**config.mk**
```make
export PLATFORM = sky130hd
export DESIGN_NAME = demultiplexor_1a4_registrado
export DESIGN_NICKNAME = d
export VERILOG_FILES = /design/src/rtl/demultiplexor_1a4_registrado.sv
export SDC_FILE = /design/constraint.sdc
export NUM_CORES = 1
export LEC_CHECK = 0
export ABC_AREA = 1
export BUFFER_PORTS_ARGS = -buffer_cell sky130_fd_sc_hd__buf_2
export CAP_MARGIN = 20
export CORE_MARGIN = 1.5
export CORE_UTILIZATION = 25
export DETAILED_ROUTE_END_ITERATION = 10
export HOLD_SLACK_MARGIN = 0.08
export SYNTH_ARGS = -nofsm -noshare
export SYNTH_HDL_FRONTEND = slang
export SYNTH_SLANG_ARGS = --single-unit
```
**constraint.sdc**
```tcl
create_clock -name Reloj -period 2.4 [get_ports Reloj]
set_input_delay 0.24 -clock Reloj [delete_from_list [all_inputs] [get_ports Reloj]]
set_output_delay 0.24 -clock Reloj [all_outputs]
set_load 0.05 [all_outputs]
```
**src/rtl/demultiplexor_1a4_registrado.sv**
```systemverilog
// Registered 1-to-4 demultiplexer with a valid/ready handshake on the input
// and on each of the four output lanes. Every lane has a 1-deep holding
// register, so a stalled consumer only blocks words addressed to it.
// Selector coding: 001=A, 010=B, 011=C, 100=D; 000 and 101..111 are invalid
// and such words are accepted and discarded.
// Optional feature: define DEMUX_CONTADOR_ERRORES_EN to count discarded
// invalid-selector words in Errores (saturating); otherwise Errores is 0.
//
// Per-lane state table:
//   state | meaning
//   VACIO | lane holds no word, Salida_valido[i]=0
//   LLENO | lane holds a word for its consumer, Salida_valido[i]=1

module demultiplexor_1a4_registrado #(
    parameter int ANCHO     = 3,
    parameter int ANCHO_ERR = 8
) (
    input  logic                   Reloj,
    input  logic                   Reset,
    input  logic [ANCHO-1:0]       Entrada,
    input  logic [2:0]             Selector,
    input  logic                   Entrada_valido,
    output logic                   Entrada_listo,
    output logic [4*ANCHO-1:0]     Salida,
    output logic [3:0]             Salida_valido,
    input  logic [3:0]             Salida_listo,
    output logic [ANCHO_ERR-1:0]   Errores
);

    typedef enum logic {
        VACIO = 1'b0,
        LLENO = 1'b1
    } estado_t;

    estado_t     estado      [4];
    estado_t     estado_sig  [4];
    logic        sel_valido;
    logic [1:0]  carril;
    logic [3:0]  destino;
    logic [3:0]  carga;
    logic [3:0]  vaciado;

    // Decode the selector into a lane index and a one-hot destination.
    always_comb begin
        sel_valido = 1'b0;
        carril     = 2'd0;
        destino    = 4'b0000;
        case (Selector)
            3'b001:  begin sel_valido = 1'b1; carril = 2'd0; destino = 4'b0001; end
            3'b010:  begin sel_valido = 1'b1; carril = 2'd1; destino = 4'b0010; end
            3'b011:  begin sel_valido = 1'b1; carril = 2'd2; destino = 4'b0100; end
            3'b100:  begin sel_valido = 1'b1; carril = 2'd3; destino = 4'b1000; end
            default: begin sel_valido = 1'b0; carril = 2'd0; destino = 4'b0000; end
        endcase
    end

    // Ready depends only on the selected lane's occupancy and its consumer,
    // never on Entrada_valido; invalid selectors are always accepted.
    always_comb begin
        Entrada_listo = 1'b1;
        if (sel_valido) begin
            Entrada_listo = !Salida_valido[carril] || Salida_listo[carril];
        end
    end

    // Per-lane fill/drain events and the lane status outputs.
    always_comb begin
        carga         = 4'b0000;
        vaciado       = 4'b0000;
        Salida_valido = 4'b0000;
        for (int i = 0; i < 4; i++) begin
            Salida_valido[i] = (estado[i] == LLENO);
            carga[i]         = Entrada_valido && Entrada_listo && destino[i];
            vaciado[i]       = Salida_valido[i] && Salida_listo[i];
        end
    end

    // Next-state: a fill always leaves the lane LLENO, even when it drains
    // on the same edge, so back-to-back words see no bubble.
    always_comb begin
        for (int i = 0; i < 4; i++) begin
            estado_sig[i] = estado[i];
            case (estado[i])
                VACIO: begin
                    if (carga[i]) estado_sig[i] = LLENO;
                end
                LLENO: begin
                    if (carga[i])        estado_sig[i] = LLENO;
                    else if (vaciado[i]) estado_sig[i] = VACIO;
                end
                default: estado_sig[i] = VACIO;
            endcase
        end
    end

    // Lane state registers; reset takes priority over any transfer.
    always_ff @(posedge Reloj) begin
        if (Reset) begin
            for (int i = 0; i < 4; i++) estado[i] <= VACIO;
        end else begin
            for (int i = 0; i < 4; i++) estado[i] <= estado_sig[i];
        end
    end

    // Lane data registers; a lane keeps its last word after draining.
    always_ff @(posedge Reloj) begin
        if (Reset) begin
            Salida <= '0;
        end else begin
            for (int i = 0; i < 4; i++) begin
                if (carga[i]) Salida[i*ANCHO +: ANCHO] <= Entrada;
            end
        end
    end

`ifdef DEMUX_CONTADOR_ERRORES_EN
    logic descarte;

    // An invalid-selector transfer is always accepted, so valid alone marks it.
    always_comb begin
        descarte = Entrada_valido && !sel_valido;
    end

    // Saturating count of discarded words.
    always_ff @(posedge Reloj) begin
        if (Reset) begin
            Errores <= '0;
        end else if (descarte && (Errores != {ANCHO_ERR{1'b1}})) begin
            Errores <= Errores + ANCHO_ERR'(1);
        end
    end
`else
    assign Errores = '0;
`endif

endmodule

```
==> metrics.yaml, run 1 <==
pwr:
  p_switching_mw: 0.195
  p_seq_share_pct: 45.7
  combPwrFrac_pct: 21.5
  leakagePower_nw: 0.593
  switching_share_pct: 32.0
  p_total_mw: 0.610
  power.density_nw_per_um2: 541
  vdd_ir_drop_max_uv: 159
  internal_power_mw: 0.415
  p_clk_share_pct: 32.8
run_status:
  outcome: "finished clean"
placement:
  place.gp.congestion: 0.787
  port_buffers: 29
  place.detailed.hpwl_mm: 1.51
  dp_cells: 215
yosys:
  netlist_area_um2: 968
  synth_common_cells: "inv_1, nand2_1, nor2_1, dfxtp_1"
  yosysSeqAreaShare_pct: 33.1
  synth_area_leaders: "dfxtp_1, inv_1, nand2_1"
  yosys_warnings: 0
  synth_most_common_cell: "inv_1"
  ys.flop_type: "dfxtp_1"
  ys_types: 19
  syn-instance-count: 147
  synth_edf_count: 0
  synth-async-reset-ratio_pct: 0
  yosys.area.top_type_share_pct: 33.1
  yosysTopAreaCell: "dfxtp_1"
  synth_seq_cells: 16
  avgSynthCellArea_um2: 6.59
cts:
  ctsHoldBuffers: 0
  clock_path_buffers: 2
  post_cts_resized: 0
  htreeDepth: 1
  clock_latency_ns: 0.25
  cts_buffers: 3
  clkTransAtPathRegs_ns: 0.06
  cts.sinks: 16
  root_buffer: "clkbuf_8"
  cts_tree: "built"
  cts_setup_buffers: 0
critical_path:
  critical_path_required_ns: 2.16
  critPathMaxFanout: 17
  cp-start-kind: "register"
  endpoint_kind: "primary output"
  worstPathArrival_ns: 1.38
  path_class: "register to primary output"
timing:
  tightest_slew_ns: 0.550
  fin_setup_tns_ns: 0
  finalCritPeriodShare_pct: 67.5
  hold_violations: 0
  hold_ws_ns: 0.213
  fmax_mhz: 617
  post-route-min-period_ns: 1.62
  slew_violations: 0
  setup_viol: 0
  clock_skew_ns: 0.00162
  rsz0062_at_grt: "no"
  slew_headroom_pct: 63.0
grt:
  antenna_found_initial: 0
  track_usage_pct: 9.65
  grt_pass1_wl_mm: 2.97
  grt_pass1_vias: 676
  grt_remaining_overflow: 0
  grt_max_degree: 18
detailed_routing:
  maxUsedRoutingLayer: "met4"
  viasPerCell: 3.86
  vias: 842
  drt_first_pass_iters: 4
  wl_mm: 1.92
  routedLengthMet1_um: 953
  wl_per_cell_um: 8.81
  drc_errors: 0
  wl_met3_um: 177
  drt_iter0_drc: 19
  dr_wl_met2_um: 725
  postRouteAntennaNets: 0
min_path:
  min_path_type: "input port to register"
layout:
  fillCellCount: 435
  antennaDiodeCount: 0
  nets: 185
  areaGrowthSynthToFinish_pct: 16.4
  drive_gt1_share_pct: 24.1
  layoutNonFillerInstCount: 218
floorplanning:
  coreArea_um2: 3690
  top_level_ports: 38
  die_w_um: 65.2
  die_h_um: 65.2
  initial_utilization_pct: 26.3
  dieArea_um2: 4260
  row_count: 22
run:
  drv_cap: 0
[state kept, by name, indices dropped and copies added (netlist names)]
signal / count
estado: 4
Salida: 12
[final cells by class]
class	count	area [µm²]	share of cell area, %
multi-input combinational	84	418	37.1
sequential	16	320	28.4
timing repair buffer	29	145	12.9
inverter	38	143	12.7
tap	48	60.1	5.33
clock buffer	3	41.3	3.66
[cells in the final DEF, fill, tap and decap left out]
master    count
a21oi_1       4
buf_2        29
clkbuf_8      3
conb_1        8
dfxtp_1      16
inv_1        38
nand2_1      26
nand2_2       2
nand2_4       1
nand3_1       3
nand3_2       4
nand4_1      12
nor2_1       20
nor2_4        1
nor2_8        1
nor3_1        2
[cells by family (layout without fill, tap and decap cells)]
kind of cell / after synthesis / in the layout / synth area share, %
flip-flops: 16 / 16 / 33.1
other: 1 / 8 / 0.387
AO/OA/AOI/OAI: 4 / 4 / 2.07
AND/OR/NAND/NOR: 72 / 72 / 38.0
buffers and inverters: 54 / 70 / 26.5
[through the flow]
step	util, %	setup slack (ns)	instance area [µm²]
after floorplan	-	1.20	995
after global placement	29.4	0.951	1090
after detailed placement	29.4	0.936	1090
after CTS	30.6	0.762	1130
after global routing	30.6	0.678	1130
final	30.6	0.779	1130
[routing by layer]
metal / global-route usage, % / up-vias
li1: - / 465
met1: 12.8 / 339
met2: 12.1 / 32
met3: 3.60 / 6
met4: 7.81 / 0
met5: 0 / -
[path summary, 6_finish.rpt]
check             startpoint            end  slack, ns  cells after the start
setup / recovery   estado[3]  Entrada_listo       0.78                      6
hold / removal         Reset      estado[3]       0.21                      2
setup reg to reg   estado[3]      Salida[7]       1.13                      9
hold reg to reg    Salida[5]      Salida[5]       0.51                      4
[power groups by stage]
| stage | combinational, mW | sequential, mW | clock (mW) |
|---|---|---|---|
| global placement | 0.131 | 0.284 | 0 |
| finish | 0.131 | 0.278 | 0.200 |
| CTS | 0.132 | 0.278 | 0.214 |
| floorplan | 0.0893 | 0.310 | 0 |
| global route | 0.141 | 0.279 | 0.226 |
| detailed placement | 0.131 | 0.284 | 0 |
[critical path, cell delays in order, from the launching register on]
cell,delay (ns)
dfxtp_1,0.30
inv_1,0.04
nor2_1,0.04
nand3_1,0.10
nand2_4,0.08
nor2_8,0.23
buf_2,0.32
No activity file was read; power rests on OpenSTA's default activity.
==> run 2, diff against run 1 <==
clock period = 1.5 ns   (was 2.4 ns; I/O delays follow)
==> metrics.yaml, run 2 (synthesis gave the netlist of run 1 again) <==
critical_path:
  worstPathArrival_ns: 1.23  # -0.15 ns
  cp_num_cells: 6  # unchanged
  slowest_delay_ns: 0.33  # about the same
  crit_path_start: "estado[1]"
  cp-start-kind: "register"
  cp_cell_sequence: "inv_1 -> nor2_1 -> nand3_1 -> nand2_2 -> nor2_8 -> buf_6"
  path_class: "register to primary output"
  endpoint_kind: "primary output"
  reg2reg_to: "Salida[7]"
  worst-path-buf-inv: 2  # unchanged
  critical_path_required_ns: 1.35  # -0.81 ns
  reg2reg_from: "estado[1]"
  cpMaxStageDelayCell: "dfxtp_1"
  critPathMaxFanout: 9  # -8
  cpLargestDelayFamily: "simple AND/OR/NAND/NOR gates"
  r2r_setup_slack_ns: 0.19  # -0.94 ns
  endpoint: "Entrada_listo"
  r2r_cells: 10  # +1
detailed_routing:
  viasPerCell: 3.88  # +0.58%
  drt_first_pass_iters: 4  # unchanged
  drt_iter0_drc: 19  # unchanged
  wl_per_cell_um: 8.78  # -0.38%
  drc_errors: 0  # unchanged
  wl_mm: 1.98  # +3.3%
  vias: 878  # +4.3%
  postRouteAntennaNets: 0  # unchanged
timing:
  slew_violations: 0  # unchanged
  setup_viol: 0  # unchanged
  hold_violations: 0  # unchanged
  fin_setup_tns_ns: 0  # unchanged
  post-route-min-period_ns: 1.38
  clock_skew_ns: 0.00206  # +0.000447 ns
  rsz0062_at_grt: "no"
  fmax_mhz: 727
  finalCritPeriodShare_pct: 91.7
  final.setup.worst_slack_ns: 0.125  # -0.655 ns
floorplanning:
  initial_utilization_pct: 26.3  # unchanged
  coreArea_um2: 3690  # unchanged
  row_count: 22  # unchanged
  top_level_ports: 38  # unchanged
  dieArea_um2: 4260  # unchanged
  die_h_um: 65.2  # unchanged
  die_w_um: 65.2  # unchanged
layout:
  antennaDiodeCount: 0  # unchanged
  nets: 192  # +3.8%
  layout_commonest_cell: "inv_1"
  top_regs: "Salida: 12 flops, estado: 4 flops"
  areaGrowthSynthToFinish_pct: 23.9
  top_register: "Salida"
  largest_reg_flops: 12  # unchanged
  fin_area_um2: 1200  # +6.4%
  drive_gt1_share_pct: 27.5  # +3.4 points
  fillCellCount: 428  # -1.6%
  mostFrequentLayoutCells: "inv_1, buf_2, nand2_1, nor2_1, dfxtp_1"
pwr:
  vdd_ir_drop_max_uv: 254  # +60%
  p_total_mw: 1.05  # +71%
  leakagePower_nw: 0.635  # +7.1%
  internal_power_mw: 0.722  # +74%
  power.density_nw_per_um2: 871  # +61%
  p_clk_share_pct: 36.8  # +4.0 points
  combPwrFrac_pct: 20.6  # -0.9 points
  p_seq_share_pct: 42.6  # -3.1 points
  switching_share_pct: 30.9  # -1.1 points
  p_switching_mw: 0.323  # +66%
cts:
  clkTransAtPathRegs_ns: 0.06  # about the same
  htreeDepth: 1  # unchanged
  cts_buffers: 3  # unchanged
  ctsHoldBuffers: 0  # unchanged
  clock_latency_ns: 0.25  # about the same
  root_buffer: "clkbuf_8"
  clock_path_buffers: 2  # unchanged
  cts.sinks: 16  # unchanged
  cts_tree: "built"
placement:
  place.gp.congestion: 0.771  # -2.1%
  port_buffers: 29  # unchanged
  placed_cell_area_um2: 1100  # +1.4%
  post-place-ws_ns: 0.214  # -0.722 ns
  place.detailed.hpwl_mm: 1.51  # -0.28%
run:
  drv_cap: 0  # unchanged
grt:
  track_usage_pct: 9.62  # -0.033 points
  antenna_found_initial: 0  # unchanged
  grt_pass1_vias: 701  # +3.7%
  grt_pass1_wl_mm: 3.06  # +3.2%
  grt_remaining_overflow: 0  # unchanged
  grt_max_degree: 18  # unchanged
min_path:
  min_path_type: "input port to register"
run_status:
  outcome: "finished clean"
-- run 2: cell types whose count changed in the layout (fill, tap and decap cells not counted), sizes merged --
cell and change:
buf +7, clkbuf +1
-- run 2: metal layers --
layer	vias to the layer above	GRT usage (%)	part of all wire, %
met4	0	6.25	1.9
li1	479	-	-
met3	4	2.74	10
met2	35	12.4	39
met5	-	0	0
met1	360	13.7	49
-- run 2: per-stage QoR --
stage               hold WS (ns)  utilization, %  instances
detailed placement         0.396            29.9        217
CTS                        0.124            31.4        221
floorplan                  0.219               -        154
global route               0.129            32.5        226
global placement           0.390            29.9        217
finish                     0.128            32.5        226
-- run 2: worst min path at each step --
stage / cells past startpoint / startpoint / endpoint
global route: 2 / Reset / estado[1]
CTS: 2 / Reset / estado[3]
finish: 2 / Reset / estado[1]
detailed placement: 2 / Reset / estado[0]
global placement: 2 / Reset / estado[0]
floorplan: 1 / Reset / estado[0]
-- run 2: repair_timing --
item | 4_1_cts | 5_1_grt
setup endpoints to repair | 1 | 1
pin swaps | 0 | 1
setup buffers | 0 | 5
hold endpoints to repair | 0 | 0
gates resized for setup | 1 | 1
-- run 2: worst reg2reg max path, cell delays in order (launching register included) --
cell	delay, ns
dfxtp_1	0.31
inv_1	0.04
nor2_1	0.05
nand3_1	0.09
nand2_2	0.10
nor2_8	0.19
buf_4	0.15
nand3_2	0.10
nand2_1	0.09
inv_1	0.04
nor2_1	0.09
-- run 2: layout make-up --
| cell class | count | area [µm²] | area share (%) |
|---|---|---|---|
| clock buffers | 4 | 55.1 | 4.59 |
| inverters | 38 | 143 | 11.9 |
| multi-input cells | 84 | 418 | 34.8 |
| flip-flops and latches | 16 | 320 | 26.7 |
| well taps | 48 | 60.1 | 5.01 |
| repair buffers | 36 | 204 | 17.0 |
-- run 2: power groups by stage --
| stage | logic [mW] | clock network, mW | registers (mW) |
|---|---|---|---|
| after detailed placement | 0.213 | 0 | 0.455 |
| after global placement | 0.213 | 0 | 0.455 |
| after floorplan | 0.143 | 0 | 0.496 |
| after global routing | 0.234 | 0.420 | 0.447 |
| final | 0.215 | 0.384 | 0.446 |
| after CTS | 0.214 | 0.399 | 0.446 |
==> run 3, diff against run 2 <==
CORE_UTILIZATION = 47   (was 25)
PLACE_DENSITY = 0.79   (was not set)
==> metrics.yaml, run 3 (synthesis gave the netlist of run 1 again) <==
cts:
  clock_latency_ns: 0.29  # +0.04 ns
  cts.sinks: 16  # unchanged
  root_buffer: "clkbuf_4"
  cts_buffers: 3  # unchanged
  clkTransAtPathRegs_ns: 0.08  # +0.02 ns
  cts_tree: "built"
  htreeDepth: 1  # unchanged
  clock_path_buffers: 2  # unchanged
floorplanning:
  initial_utilization_pct: 49.9  # +24 points
  die_h_um: 48.4  # -26%
  coreArea_um2: 1940  # -47%
  top_level_ports: 38  # unchanged
  die_w_um: 48.4  # -26%
  row_count: 16  # -27%
  dieArea_um2: 2340  # -45%
grt:
  grt_remaining_overflow: 0  # unchanged
  track_usage_pct: 17.8  # +8.2 points
  grt_max_degree: 18  # unchanged
  grt_pass1_wl_mm: 3.26  # +6.5%
  grt_pass1_vias: 780  # +11%
  antenna_found_initial: 0  # unchanged
timing:
  slew_violations: 0  # unchanged
  hold_violations: 0  # unchanged
  clock_skew_ns: 0.00182  # -0.000245 ns
  fmax_mhz: 718  # -1.2%
  fin_setup_tns_ns: 0  # unchanged
  rsz0062_at_grt: "no"
  tightest_slew_ns: 0.505
  finalCritPeriodShare_pct: 92.8  # +1.2 points
  post-route-min-period_ns: 1.39  # +0.0173 ns
  setup_viol: 0  # unchanged
  final.setup.worst_slack_ns: 0.107  # -0.0173 ns
  slew_headroom_pct: 66.1
critical_path:
  endpoint_kind: "primary output"
  cp-start-kind: "register"
  reg2reg_from: "estado[1]"
  worstPathArrival_ns: 1.24  # about the same
  r2r_cells: 10  # unchanged
  critPathMaxFanout: 7  # -2
  reg2reg_to: "Salida[7]"
  r2r_setup_slack_ns: 0.21  # +0.02 ns
  path_class: "register to primary output"
  critical_path_required_ns: 1.35  # about the same
run_status:
  outcome: "finished clean"
layout:
  fillCellCount: 201  # -53%
  top_regs: "Salida: 12 flops, estado: 4 flops"
  nets: 191  # -0.52%
  mostFrequentLayoutCells: "inv_1, buf_2, nand2_1, nor2_1, dfxtp_1"
  multi_input_area_um2: 418  # unchanged
  areaGrowthSynthToFinish_pct: 17.3
  drive_gt1_share_pct: 26.1  # -1.4 points
  final_core_util_pct: 58.5  # +26 points
  layout_commonest_cell: "inv_1"
  fin_area_um2: 1140  # -5.3%
  largest_reg_flops: 12  # unchanged
  seq_area_um2: 320  # unchanged
  top_register: "Salida"
  antennaDiodeCount: 0  # unchanged
min_path:
  min_path_type: "input port to register"
  hp-start: "Salida_listo[3]"
  hold_end: "estado[3]"
  hold_depth: 4  # +2
placement:
  post-place-ws_ns: 0.213  # -0.00145 ns
  place.detailed.hpwl_mm: 1.46  # -2.9%
  place.gp.congestion: 0.813  # +5.6%
  port_buffers: 29  # unchanged
  placed_cell_area_um2: 1060  # -3.8%
detailed_routing:
  wl_met3_um: 146  # -27%
  routedLengthMet1_um: 875  # -10%
  wl_per_cell_um: 9.49  # +8.1%
  drt_first_pass_iters: 4  # unchanged
  drc_errors: 0  # unchanged
  maxUsedRoutingLayer: "met4"
  viasPerCell: 4.42  # +14%
  vias: 898  # +2.3%
  drt_iter0_drc: 16  # -3
  dr_wl_met2_um: 861  # +11%
  wl_mm: 1.93  # -2.9%
  postRouteAntennaNets: 0  # unchanged
pwr:
  leakagePower_nw: 0.614  # -3.4%
  vdd_ir_drop_max_uv: 647  # +150%
  power.density_nw_per_um2: 775  # -11%
run:
  drv_cap: 0  # unchanged
==> run 3: through the flow <==
stage | hold WS, ns | total power, mW | instances
floorplan | 0.219 | 0.639 | 154
global placement | 0.384 | 0.659 | 194
detailed placement | 0.378 | 0.664 | 194
CTS | 0.111 | 0.887 | 198
global route | 0.133 | 0.932 | 203
finish | 0.115 | 0.880 | 203
==> run 3: how the worst max path moves through the flow <==
stage / start / to
final: estado[1] / Entrada_listo
after global routing: estado[1] / Entrada_listo
after CTS: estado[3] / Entrada_listo
after detailed placement: Selector[1] / Entrada_listo
after global placement: Selector[1] / Entrada_listo
after floorplan: estado[3] / Salida[0]
==> run 3: report_power, final <==
group / total [mW] / internal, mW / leakage [nW] / switching [mW]
logic: 0.214 / 0.0494 / 0.470 / 0.165
registers: 0.445 / 0.439 / 0.130 / 0.00630
clock network: 0.221 / 0.0935 / 0.0138 / 0.127
total: 0.880 / 0.582 / 0.614 / 0.298
==> run 3: critical path: stages, from the launching register on <==
cell,delay [ns]
dfxtp_1,0.33
inv_1,0.04
nor2_1,0.13
nand3_1,0.11
nand2_2,0.13
nor2_8,0.07
buf_6,0.15
==> run 3: layout make-up <==
class / count / share of cell area (%)
Clock buffer: 3 / 1.98
Timing Repair Buffer: 35 / 17.5
Multi-Input combinational cell: 84 / 36.8
Tap cell: 27 / 2.97
Inverter: 38 / 12.6
Sequential cell: 16 / 28.2
==> run 3: repair_timing <==
item                                    4_1_cts  5_1_grt
setup buffers                                 0        5
endpoints found under the setup margin        1        1
gates cloned                                  0        0
resized for setup                             2        0
hold buffers                                  1        0
endpoints found under the hold margin         4        0
pin swaps                                     0        1
==> run 3: layer usage <==
layer / up-vias / track usage (%)
met3: 5 / 4.94
met5: - / 0
met1: 384 / 22.5
met4: 0 / 10.0
li1: 476 / -
met2: 33 / 27.3
